===== src/rtl/game_input_conditioner_pkg.sv =====
// Purpose : shared default timing constants for the game front end.
// Latency : n/a (constants only).
// Backpressure: n/a; holds no logic.
// Defaults assume a 25 MHz core clock: 60 Hz frame tick, 10 ms debounce,
// half-second long press on start/stop.
package game_input_conditioner_pkg;

    localparam int TICK_DIV_DEF        = 416667;
    localparam int DEBOUNCE_CNT_DEF    = 250000;
    localparam int LONGPRESS_TICKS_DEF = 30;

endpackage


===== src/rtl/game_input_conditioner_debounce.sv =====
// Purpose : 2-flop synchronizer plus persistence-counter debouncer for one raw button.
// Latency : raw edge to o_Stable change = 2 + DEBOUNCE_CNT clocks.
// Backpressure: none; continuously tracks its input.
// Ports: i_Clock, i_Reset (async, active-low), i_Raw (async raw level),
//        o_Stable (accepted level, resets to 1 = released).
module button_debounce #(
    parameter int DEBOUNCE_CNT = 250000
) (
    input  logic i_Clock,
    input  logic i_Reset,
    input  logic i_Raw,
    output logic o_Stable
);

    localparam int              CW       = (DEBOUNCE_CNT > 1) ? $clog2(DEBOUNCE_CNT) : 1;
    localparam logic [CW-1:0]   CNT_LAST = CW'(DEBOUNCE_CNT - 1);

    logic          sync1_q;
    logic          sync2_q;
    logic          stable_q;
    logic          stable_d;
    logic [CW-1:0] cnt_q;
    logic [CW-1:0] cnt_d;

    // Any sample that agrees with the accepted level restarts the count, so a
    // new level is taken only after DEBOUNCE_CNT unbroken disagreeing samples.
    always_comb begin
        stable_d = stable_q;
        cnt_d    = cnt_q;
        if (sync2_q == stable_q) begin
            cnt_d = '0;
        end else if (cnt_q == CNT_LAST) begin
            stable_d = sync2_q;
            cnt_d    = '0;
        end else begin
            cnt_d = cnt_q + CW'(1);
        end
    end

    always_ff @(posedge i_Clock or negedge i_Reset) begin
        if (!i_Reset) begin
            sync1_q  <= 1'b1;
            sync2_q  <= 1'b1;
            stable_q <= 1'b1;
            cnt_q    <= '0;
        end else begin
            sync1_q  <= i_Raw;
            sync2_q  <= sync1_q;
            stable_q <= stable_d;
            cnt_q    <= cnt_d;
        end
    end

    assign o_Stable = stable_q;

endmodule


===== src/rtl/game_input_conditioner.sv =====
// Purpose : button conditioning (sync + debounce + left/right arbitration) and frame tick for the game core.
// Latency : raw button edge to output = 2 sync + DEBOUNCE_CNT + 1 clocks; tick every TICK_DIV clocks.
// Backpressure: none; outputs are levels/pulses the core samples freely.
// Ports: i_Clock; i_Reset (async, active-low); i_Btn* raw active-low buttons;
//        o_Tick one-clock frame pulse; o_PlayerMoveLeft/Right, o_PlayerBulletShoot,
//        o_GameStartStop debounced active-low levels.
// Build option: GAME_STARTSTOP_LONGPRESS_EN turns o_GameStartStop into a one-clock
//        low pulse after start/stop is held LONGPRESS_TICKS frame ticks.
module game_input_conditioner
    import game_input_conditioner_pkg::*;
#(
    parameter int TICK_DIV        = TICK_DIV_DEF,
    parameter int DEBOUNCE_CNT    = DEBOUNCE_CNT_DEF,
    parameter int LONGPRESS_TICKS = LONGPRESS_TICKS_DEF
) (
    input  logic i_Clock,
    input  logic i_Reset,
    input  logic i_BtnLeft,
    input  logic i_BtnRight,
    input  logic i_BtnShoot,
    input  logic i_BtnStartStop,
    output logic o_Tick,
    output logic o_PlayerMoveLeft,
    output logic o_PlayerMoveRight,
    output logic o_PlayerBulletShoot,
    output logic o_GameStartStop
);

    if (TICK_DIV < 2 || DEBOUNCE_CNT < 2 || LONGPRESS_TICKS < 1) begin : g_bad_params
        $error("game_input_conditioner: TICK_DIV/DEBOUNCE_CNT must be >= 2, LONGPRESS_TICKS >= 1");
    end

    localparam int            TW        = $clog2(TICK_DIV);
    localparam logic [TW-1:0] TICK_LAST = TW'(TICK_DIV - 1);

    // Debounced, accepted levels (active-low).
    logic s_left;
    logic s_right;
    logic s_shoot;
    logic s_ss;

    button_debounce #(.DEBOUNCE_CNT(DEBOUNCE_CNT)) u_db_left (
        .i_Clock (i_Clock), .i_Reset (i_Reset), .i_Raw (i_BtnLeft),      .o_Stable (s_left)
    );
    button_debounce #(.DEBOUNCE_CNT(DEBOUNCE_CNT)) u_db_right (
        .i_Clock (i_Clock), .i_Reset (i_Reset), .i_Raw (i_BtnRight),     .o_Stable (s_right)
    );
    button_debounce #(.DEBOUNCE_CNT(DEBOUNCE_CNT)) u_db_shoot (
        .i_Clock (i_Clock), .i_Reset (i_Reset), .i_Raw (i_BtnShoot),     .o_Stable (s_shoot)
    );
    button_debounce #(.DEBOUNCE_CNT(DEBOUNCE_CNT)) u_db_ss (
        .i_Clock (i_Clock), .i_Reset (i_Reset), .i_Raw (i_BtnStartStop), .o_Stable (s_ss)
    );

    // ---------------- frame tick ----------------
    logic [TW-1:0] tick_cnt_q;
    logic [TW-1:0] tick_cnt_d;
    logic          tick_q;
    logic          tick_d;

    always_comb begin
        tick_d     = (tick_cnt_q == TICK_LAST);
        tick_cnt_d = tick_d ? '0 : tick_cnt_q + TW'(1);
    end

    always_ff @(posedge i_Clock or negedge i_Reset) begin
        if (!i_Reset) begin
            tick_cnt_q <= '0;
            tick_q     <= 1'b0;
        end else begin
            tick_cnt_q <= tick_cnt_d;
            tick_q     <= tick_d;
        end
    end

    // ---------------- move arbitration ----------------
    // Left+right together is meaningless to the core, so both read as released.
    logic both_pressed;
    logic left_q;
    logic left_d;
    logic right_q;
    logic right_d;
    logic shoot_q;
    logic shoot_d;
    logic ss_q;
    logic ss_d;

    always_comb begin
        both_pressed = ~s_left & ~s_right;
        left_d       = s_left  | both_pressed;
        right_d      = s_right | both_pressed;
        shoot_d      = s_shoot;
    end

    // ---------------- start/stop ----------------
`ifdef GAME_STARTSTOP_LONGPRESS_EN
    localparam int            LW      = $clog2(LONGPRESS_TICKS + 1);
    localparam logic [LW-1:0] LP_MAX  = LW'(LONGPRESS_TICKS);
    localparam logic [LW-1:0] LP_LAST = LW'(LONGPRESS_TICKS - 1);

    logic [LW-1:0] lp_cnt_q;
    logic [LW-1:0] lp_cnt_d;

    // Count frame ticks while held; saturation at LP_MAX keeps the pulse from
    // repeating until the button is released and pressed again.
    always_comb begin
        lp_cnt_d = lp_cnt_q;
        if (s_ss) begin
            lp_cnt_d = '0;
        end else if (tick_q && (lp_cnt_q != LP_MAX)) begin
            lp_cnt_d = lp_cnt_q + LW'(1);
        end
        ss_d = ~(~s_ss & tick_q & (lp_cnt_q == LP_LAST));
    end

    always_ff @(posedge i_Clock or negedge i_Reset) begin
        if (!i_Reset) begin
            lp_cnt_q <= '0;
        end else begin
            lp_cnt_q <= lp_cnt_d;
        end
    end
`else
    always_comb begin
        ss_d = s_ss;
    end
`endif

    always_ff @(posedge i_Clock or negedge i_Reset) begin
        if (!i_Reset) begin
            left_q  <= 1'b1;
            right_q <= 1'b1;
            shoot_q <= 1'b1;
            ss_q    <= 1'b1;
        end else begin
            left_q  <= left_d;
            right_q <= right_d;
            shoot_q <= shoot_d;
            ss_q    <= ss_d;
        end
    end

    assign o_Tick              = tick_q;
    assign o_PlayerMoveLeft    = left_q;
    assign o_PlayerMoveRight   = right_q;
    assign o_PlayerBulletShoot = shoot_q;
    assign o_GameStartStop     = ss_q;

endmodule


===== config.mk =====
export PLATFORM = sky130hd
export DESIGN_NAME = game_input_conditioner
export DESIGN_NICKNAME = d
export VERILOG_FILES = /design/src/rtl/game_input_conditioner_pkg.sv /design/src/rtl/game_input_conditioner_debounce.sv /design/src/rtl/game_input_conditioner.sv
export SDC_FILE = /design/constraint.sdc
export NUM_CORES = 1
export LEC_CHECK = 0
export BUFFER_PORTS_ARGS = -buffer_cell sky130_fd_sc_hd__clkbuf_2
export CAP_MARGIN = 30
export CORE_UTILIZATION = 50
export DETAILED_ROUTE_END_ITERATION = 12
export GPL_ROUTABILITY_DRIVEN = 0
export PLACE_DENSITY = 0.66
export SYNTH_ARGS = -nofsm -noshare
export SYNTH_HDL_FRONTEND = slang
export SYNTH_HIERARCHICAL = 1
export SYNTH_SLANG_ARGS = --single-unit

===== constraint.sdc =====
create_clock -name i_Clock -period 4.7 [get_ports i_Clock]
set_input_delay 0.94 -clock i_Clock [delete_from_list [all_inputs] [get_ports i_Clock]]
set_output_delay 0.94 -clock i_Clock [all_outputs]
set_load 0.02 [all_outputs]

# Yosys cells after proc, flatten, opt, wreduce, memory -nomap -nowiden
# Cells that the tools add are included.
[op_classes]
n_eq_ne = 9
n_mux = 9
n_reduce_logical = 4
n_addsub = 5
bitwise = 9
[ops]
columns = ["op", "n"]
rows = [
  ["$mux 18", 8],
  ["$add 18x1->18 const B", 4],
  ["$eq 18x18->1 const B", 4],
  ["$add 19x1->19 const B", 1],
  ["$eq 19x19->1 const B", 1],
  ["$mux 19", 1],
  ["$reduce_and 2->1", 4],
  ["$not 1->1", 6],
  ["$eq 1x1->1", 4],
  ["$or 1x1->1", 2],
  ["$and 1x1->1", 1],
]
[totals]
input_bits = 6
word_cells = 58
out_inout_bits = 5
reg_bits = 108

# Longest topological paths before layout
[logic_depth]
depth_word = 3
mapped_depth = 7
depth_no_buf = 6

# Hierarchy
# Netlist, hierarchy kept.
[by_module_without_submodules]
columns = ["mod", "n_inst", "cells_per_inst", "seq_area_each_um2", "area_per_inst_um2"]
rows = [
  ["button_debounce", 4, 99, 529.3, 1033.5],
  ["game_input_conditioner", 1, 95, 605.6, 1139.8],
]

# Worst setup path after synthesis
# Ideal clock, no wire load.
[synth_timing]
kind = "reg2reg"
from = "register u_db_left.cnt_q[0]"
to = "register u_db_left.cnt_q[10]"
required_time_ns = 4.581
n_path_buf = 1
setup_slack_ns = 2.888
stages_incl_launch_ff = 6
synth_period_minus_slack_ns = 1.812
arrival_time_ns = 1.693
setup_time_ns = 0.119
path_cell_list = "dfrtp_1 -> ha_1 -> nand4_1 -> o41ai_4 -> buf_6 -> nor2_1"
[synth_between]
elab_chain_len = 3
elab_cells_between_ends = 4
classes_between = "add/sub: 1; eq/ne: 1; mux: 2"
[synth_rtl]
columns = ["element", "line_no", "rtl"]
rows = [
  ["from (decl)", "game_input_conditioner_debounce.sv:22", "logic [CW-1:0] cnt_q;"],
  ["from (signal assigned)", "game_input_conditioner_debounce.sv:50", "cnt_q <= cnt_d;"],
  ["$add 18x1->18 / $eq 18x18->1 (equally long branches)", "game_input_conditioner_debounce.sv:36, game_input_conditioner_debounce.sv:32", ""],
  ["$mux 18 *", "game_input_conditioner_debounce.sv:32", "end else if (cnt_q == CNT_LAST) begin"],
  ["$mux 18 *", "game_input_conditioner_debounce.sv:30", "if (sync2_q == stable_q) begin"],
  ["via u_db_left.cnt_d[10]", "game_input_conditioner_debounce.sv:23", "logic [CW-1:0] cnt_d;"],
]
# The timed path passes the listed nets; every way through them passes the cells marked *.
# A chain may end at the register's enable or synchronous reset.

# Worst setup path after layout
[layout_timing]
from = "register u_db_shoot.cnt_q[0]"
to = "register u_db_shoot.cnt_q[8]"
[layout_between]
elab_chain_len = 3
elab_cells_between_ends = 4
classes_between = "add/sub: 1; eq/ne: 1; mux: 2"
[layout_rtl]
columns = ["element", "line_no"]
rows = [
  ["from (decl)", "game_input_conditioner_debounce.sv:22"],
  ["from (signal assigned)", "game_input_conditioner_debounce.sv:50"],
  ["$add 18x1->18 / $eq 18x18->1 (equally long branches)", "game_input_conditioner_debounce.sv:36, game_input_conditioner_debounce.sv:32"],
  ["$mux 18 *", "game_input_conditioner_debounce.sv:32"],
  ["$mux 18 *", "game_input_conditioner_debounce.sv:30"],
  ["via u_db_shoot.cnt_d[8]", "game_input_conditioner_debounce.sv:23"],
]
# Marks and branches as above.

==> summary by stage <==
Timing
Static timing analysis puts the maximum clock frequency at 425 MHz. Setup repair after global routing left no endpoint under its margin. The total negative setup slack is 0 ns. The worst relative slew slack is 34.0%.

The worst path uses 50.0% of the clock period. The final max-slew violation count is 0. The minimum clock period is about 2.4 ns. The setup skew after layout is 0.0134 ns. Setup violations remaining at the end of the flow were counted as 0.

The final worst-path setup slack is between 2 and 2.5 ns. The number of hold violations in the final report came to 0. At the pin with the least slew margin, the transition time is between 0.9 and 1 ns.

Routing
For this block, the routed nets add up to about 9000 µm of wire. In the final routed layout, each cell accounts on average for 13.9 µm. The detail route stage leaves a number of antenna-violating nets equal to 0. The first TritonRoute pass finished after 4 iterations. In the routed design, unresolved DRC markers number 0.

The iteration-0 DRC count of the detailed router is 138. The total via count in the routed design is 3591. The via-per-instance ratio is roughly 5.6.

Worst setup path
The worst register-to-register path begins at u_db_shoot/cnt_q[0]. The signal arrival time at the worst endpoint is 2.56 ns. Along the worst path, the maximum fanout reaches 18.

The required arrival time at the worst endpoint is about 4.9 ns. The worst register-to-register path has a setup slack of 2.35 ns. The critical path in this run is classified as reg2reg. STA classifies the critical path startpoint as a flip-flop.

In this run the critical register-to-register path is captured at u_db_shoot/cnt_q[8]. The endpoint kind of the worst setup timing path is a flip-flop. The number of cells on the worst reg-to-reg path is 4.

Yosys
Of all cell types, the one taking the most synthesized area is sky130_fd_sc_hd__dfrtp_1. Synthesis produced a netlist whose cell count is 491. For this run, the leading register cell type out of synthesis is sky130_fd_sc_hd__dfrtp_1. Of all flip-flops after synthesis, the portion carrying an async set or reset was between 90% and 100%. By area the synthesized netlist is led by sky130_fd_sc_hd__dfrtp_1, sky130_fd_sc_hd__xnor2_1, sky130_fd_sc_hd__dfstp_2. Synthesis inferred 108 register bits. For this run, the register share of the synthesized area comes to 51.6%.

The count of different cell masters after synthesis is 40. Counting flops with a built-in enable in the synthesized netlist gives 0. The synthesized netlist occupies a cell area of ~5300 µm². The number of nets handed over by synthesis was 503.

For this run, the number of Yosys warnings is 6. After synthesis, the mean cell area works out to 10.7 µm². The top cell type's share of synthesized area is 43.7%.

Floorplanning
The number of top-level pins is 11. From bottom edge to top edge, the die measures around 100 µm. The site row count is 37. The chip width is 105 µm.

The die covers 11000 µm². The core area is 10300 µm². For this configuration, the core starts out at a cell density of 51.3%.

Power
Dividing total power by cell area gives a power density of 280 nW/µm². The worst vdd rail ir drop is around 0.19 mV. For this design the static power due to leakage is 2.32 nW.

Layout
Summing all multi-input logic gate instances after layout gives between 2000 and 2500 µm². The flip-flop and latch area is between 2000 and 3000 µm². The antenna diode count is 0. The final net count is 517. Relative to the synthesized area, the layout overhead comes to 7.45%. After the flow finishes, the layout carries non-filler instances totaling 646.

The total of fill cells in the finished design is 912. Cells with a size suffix above 1 make up 15.3% of the layout.

Clock tree
The clock tree root driver cell is sky130_fd_sc_hd__clkbuf_8. The number of clock sinks is approximately 110. The number of clock buffers inserted by TritonCTS is 9.

The total number of H-tree levels is 3. TritonCTS built the clock tree. In this run the deepest clock path goes through 2 buffers. The post-cts repair resize count is 0.

The number of hold buffers added after CTS was 0. The buffer count from post-CTS setup fixing is 0. The later pin in the worst-skew pair is clocked with a latency of 0.37 ns. Clock-pin slew was measured on the worst setup and hold paths at 0.10 ns.

Run
The max-capacitance violation count is 0.

Placement
The number of instances in the placed design is 629. Timing analysis after detailed placement gives a worst setup slack of between 2 and 2.5 ns. Port buffering added 10 buffers. The half-perimeter wire length after detailed placement is 6060 µm.

Global routing
The overall global routing resource usage is between 15 and 20%. The total overflow left after global routing is 0. The initial antenna violation count is 0.

The global-route wire length before repair is 16200 µm. The maximum number of pins on one net before global-route repair is 76. The number of global-route vias before repair is 3592.

Min path
The worst hold-check path type is in2async.

Outcome
The flow ran to the end, and the final reports show no timing, DRC or antenna violations.
## state kept, by name, summed over array words and instances (netlist names)
signal               flops
o_GameStartStop          1
o_PlayerBulletShoot      1
o_PlayerMoveLeft         1
o_PlayerMoveRight        1
o_Tick                   1
tick_cnt_q              19
u_db_left/cnt_q         18
u_db_left/o_Stable       1
u_db_left/sync1_q        1
u_db_left/sync2_q        1
u_db_right/cnt_q        18
u_db_right/o_Stable      1
u_db_right/sync1_q       1
u_db_right/sync2_q       1
u_db_shoot/cnt_q        18
u_db_shoot/o_Stable      1
u_db_shoot/sync1_q       1
u_db_shoot/sync2_q       1
u_db_ss/cnt_q           18
u_db_ss/o_Stable         1
u_db_ss/sync1_q          1
u_db_ss/sync2_q          1
## through the flow
step	utilization [%]	power (mW)	hold slack [ns]	cell area [µm²]
global placement	52.9	1.02	0.347	5430
floorplan	-	0.999	0.345	5270
detailed placement	52.9	1.03	0.349	5430
CTS	54.9	1.62	0.348	5640
finish	55.1	1.59	0.351	5670
global route	55.1	1.66	0.318	5670
## cells by family (layout without fill, tap and decap cells)
logic type / count (synthesis) / after routing / synth area share [%]
AO/OA/AOI/OAI: 24 / 24 / 4.63
buffers and inverters: 18 / 37 / 1.99
AND/OR/NAND/NOR: 256 / 256 / 27.0
adder cells (fa/ha/maj): 6 / 6 / 1.42
multiplexers: 4 / 4 / 0.854
flip-flops: 108 / 108 / 51.6
XOR/XNOR: 75 / 75 / 12.5
## synthesized netlist by cell type, types with 5 or more instances
master and n:
sky130_fd_sc_hd__a21oi_2 5, sky130_fd_sc_hd__and4_1 5, sky130_fd_sc_hd__buf_6 5, sky130_fd_sc_hd__dfrtp_1 92
sky130_fd_sc_hd__dfstp_2 16, sky130_fd_sc_hd__ha_1 6, sky130_fd_sc_hd__inv_1 9, sky130_fd_sc_hd__nand2_1 29
sky130_fd_sc_hd__nand2b_1 6, sky130_fd_sc_hd__nand3_1 32, sky130_fd_sc_hd__nand4_1 22, sky130_fd_sc_hd__nor2_1 87
sky130_fd_sc_hd__nor3_1 10, sky130_fd_sc_hd__nor4_1 29, sky130_fd_sc_hd__o21ai_0 8, sky130_fd_sc_hd__xnor2_1 50
sky130_fd_sc_hd__xor2_1 25
## cell type report
| cell class | count | area share [%] |
|---|---|---|
| tap | 136 | 3.00 |
| inverter | 9 | 0.596 |
| clock inverter | 1 | 0.530 |
| multi-input combinational | 365 | 43.2 |
| sequential | 108 | 48.0 |
| clock buffer | 15 | 3.11 |
| timing repair buffer | 12 | 1.55 |
## worst max path at each step
stage,from,to,slack [ns],cells after the start
floorplan,u_db_left/cnt_q[0],u_db_left/cnt_q[10],2.89,5
global placement,u_db_shoot/cnt_q[0],u_db_shoot/cnt_q[6],2.40,4
detailed placement,u_db_shoot/cnt_q[0],u_db_shoot/cnt_q[8],2.33,4
CTS,u_db_shoot/cnt_q[0],u_db_shoot/cnt_q[8],2.32,4
global route,u_db_shoot/cnt_q[0],u_db_shoot/cnt_q[10],2.13,4
finish,u_db_shoot/cnt_q[0],u_db_shoot/cnt_q[8],2.35,4
## worst max-delay path, cell delays in order (launching register included)
cell and delay (ns):
sky130_fd_sc_hd__dfrtp_1 0.42, sky130_fd_sc_hd__ha_1 0.23, sky130_fd_sc_hd__nand4_1 0.37, sky130_fd_sc_hd__o41ai_4 1.04, sky130_fd_sc_hd__nor2_1 0.13
## power breakdown
group	switching (mW)	leakage [nW]	internal, mW	total, mW
clock network	0.288	0.104	0.291	0.579
logic	0.0364	0.787	0.0164	0.0527
registers	0.0116	1.43	0.943	0.955
## layer usage
metal	up-vias	wire length [µm]	share of wire, %	GRT usage, %
li1	1766	-	-	-
met1	1768	4300	48	24.1
met2	43	4340	48	29.3
met3	14	234	2.6	4.37
met4	0	135	1.5	5.84
met5	-	0	0	0
## cell usage in the layout, fill, tap and decap left out, types with 10 or more instances in the layout
| cell | Yosys | layout |
|---|---|---|
| sky130_fd_sc_hd__nor2_1 | 87 | 87 |
| sky130_fd_sc_hd__nand4_1 | 22 | 22 |
| sky130_fd_sc_hd__nand3_1 | 32 | 32 |
| sky130_fd_sc_hd__clkbuf_8 | 0 | 12 |
| sky130_fd_sc_hd__xor2_1 | 25 | 25 |
| sky130_fd_sc_hd__nor4_1 | 29 | 29 |
| sky130_fd_sc_hd__dfrtp_1 | 92 | 92 |
| sky130_fd_sc_hd__nand2_1 | 29 | 29 |
| sky130_fd_sc_hd__dfstp_2 | 16 | 16 |
| sky130_fd_sc_hd__nor3_1 | 10 | 10 |
| sky130_fd_sc_hd__xnor2_1 | 50 | 50 |
(Power assumes the default switching activity.)
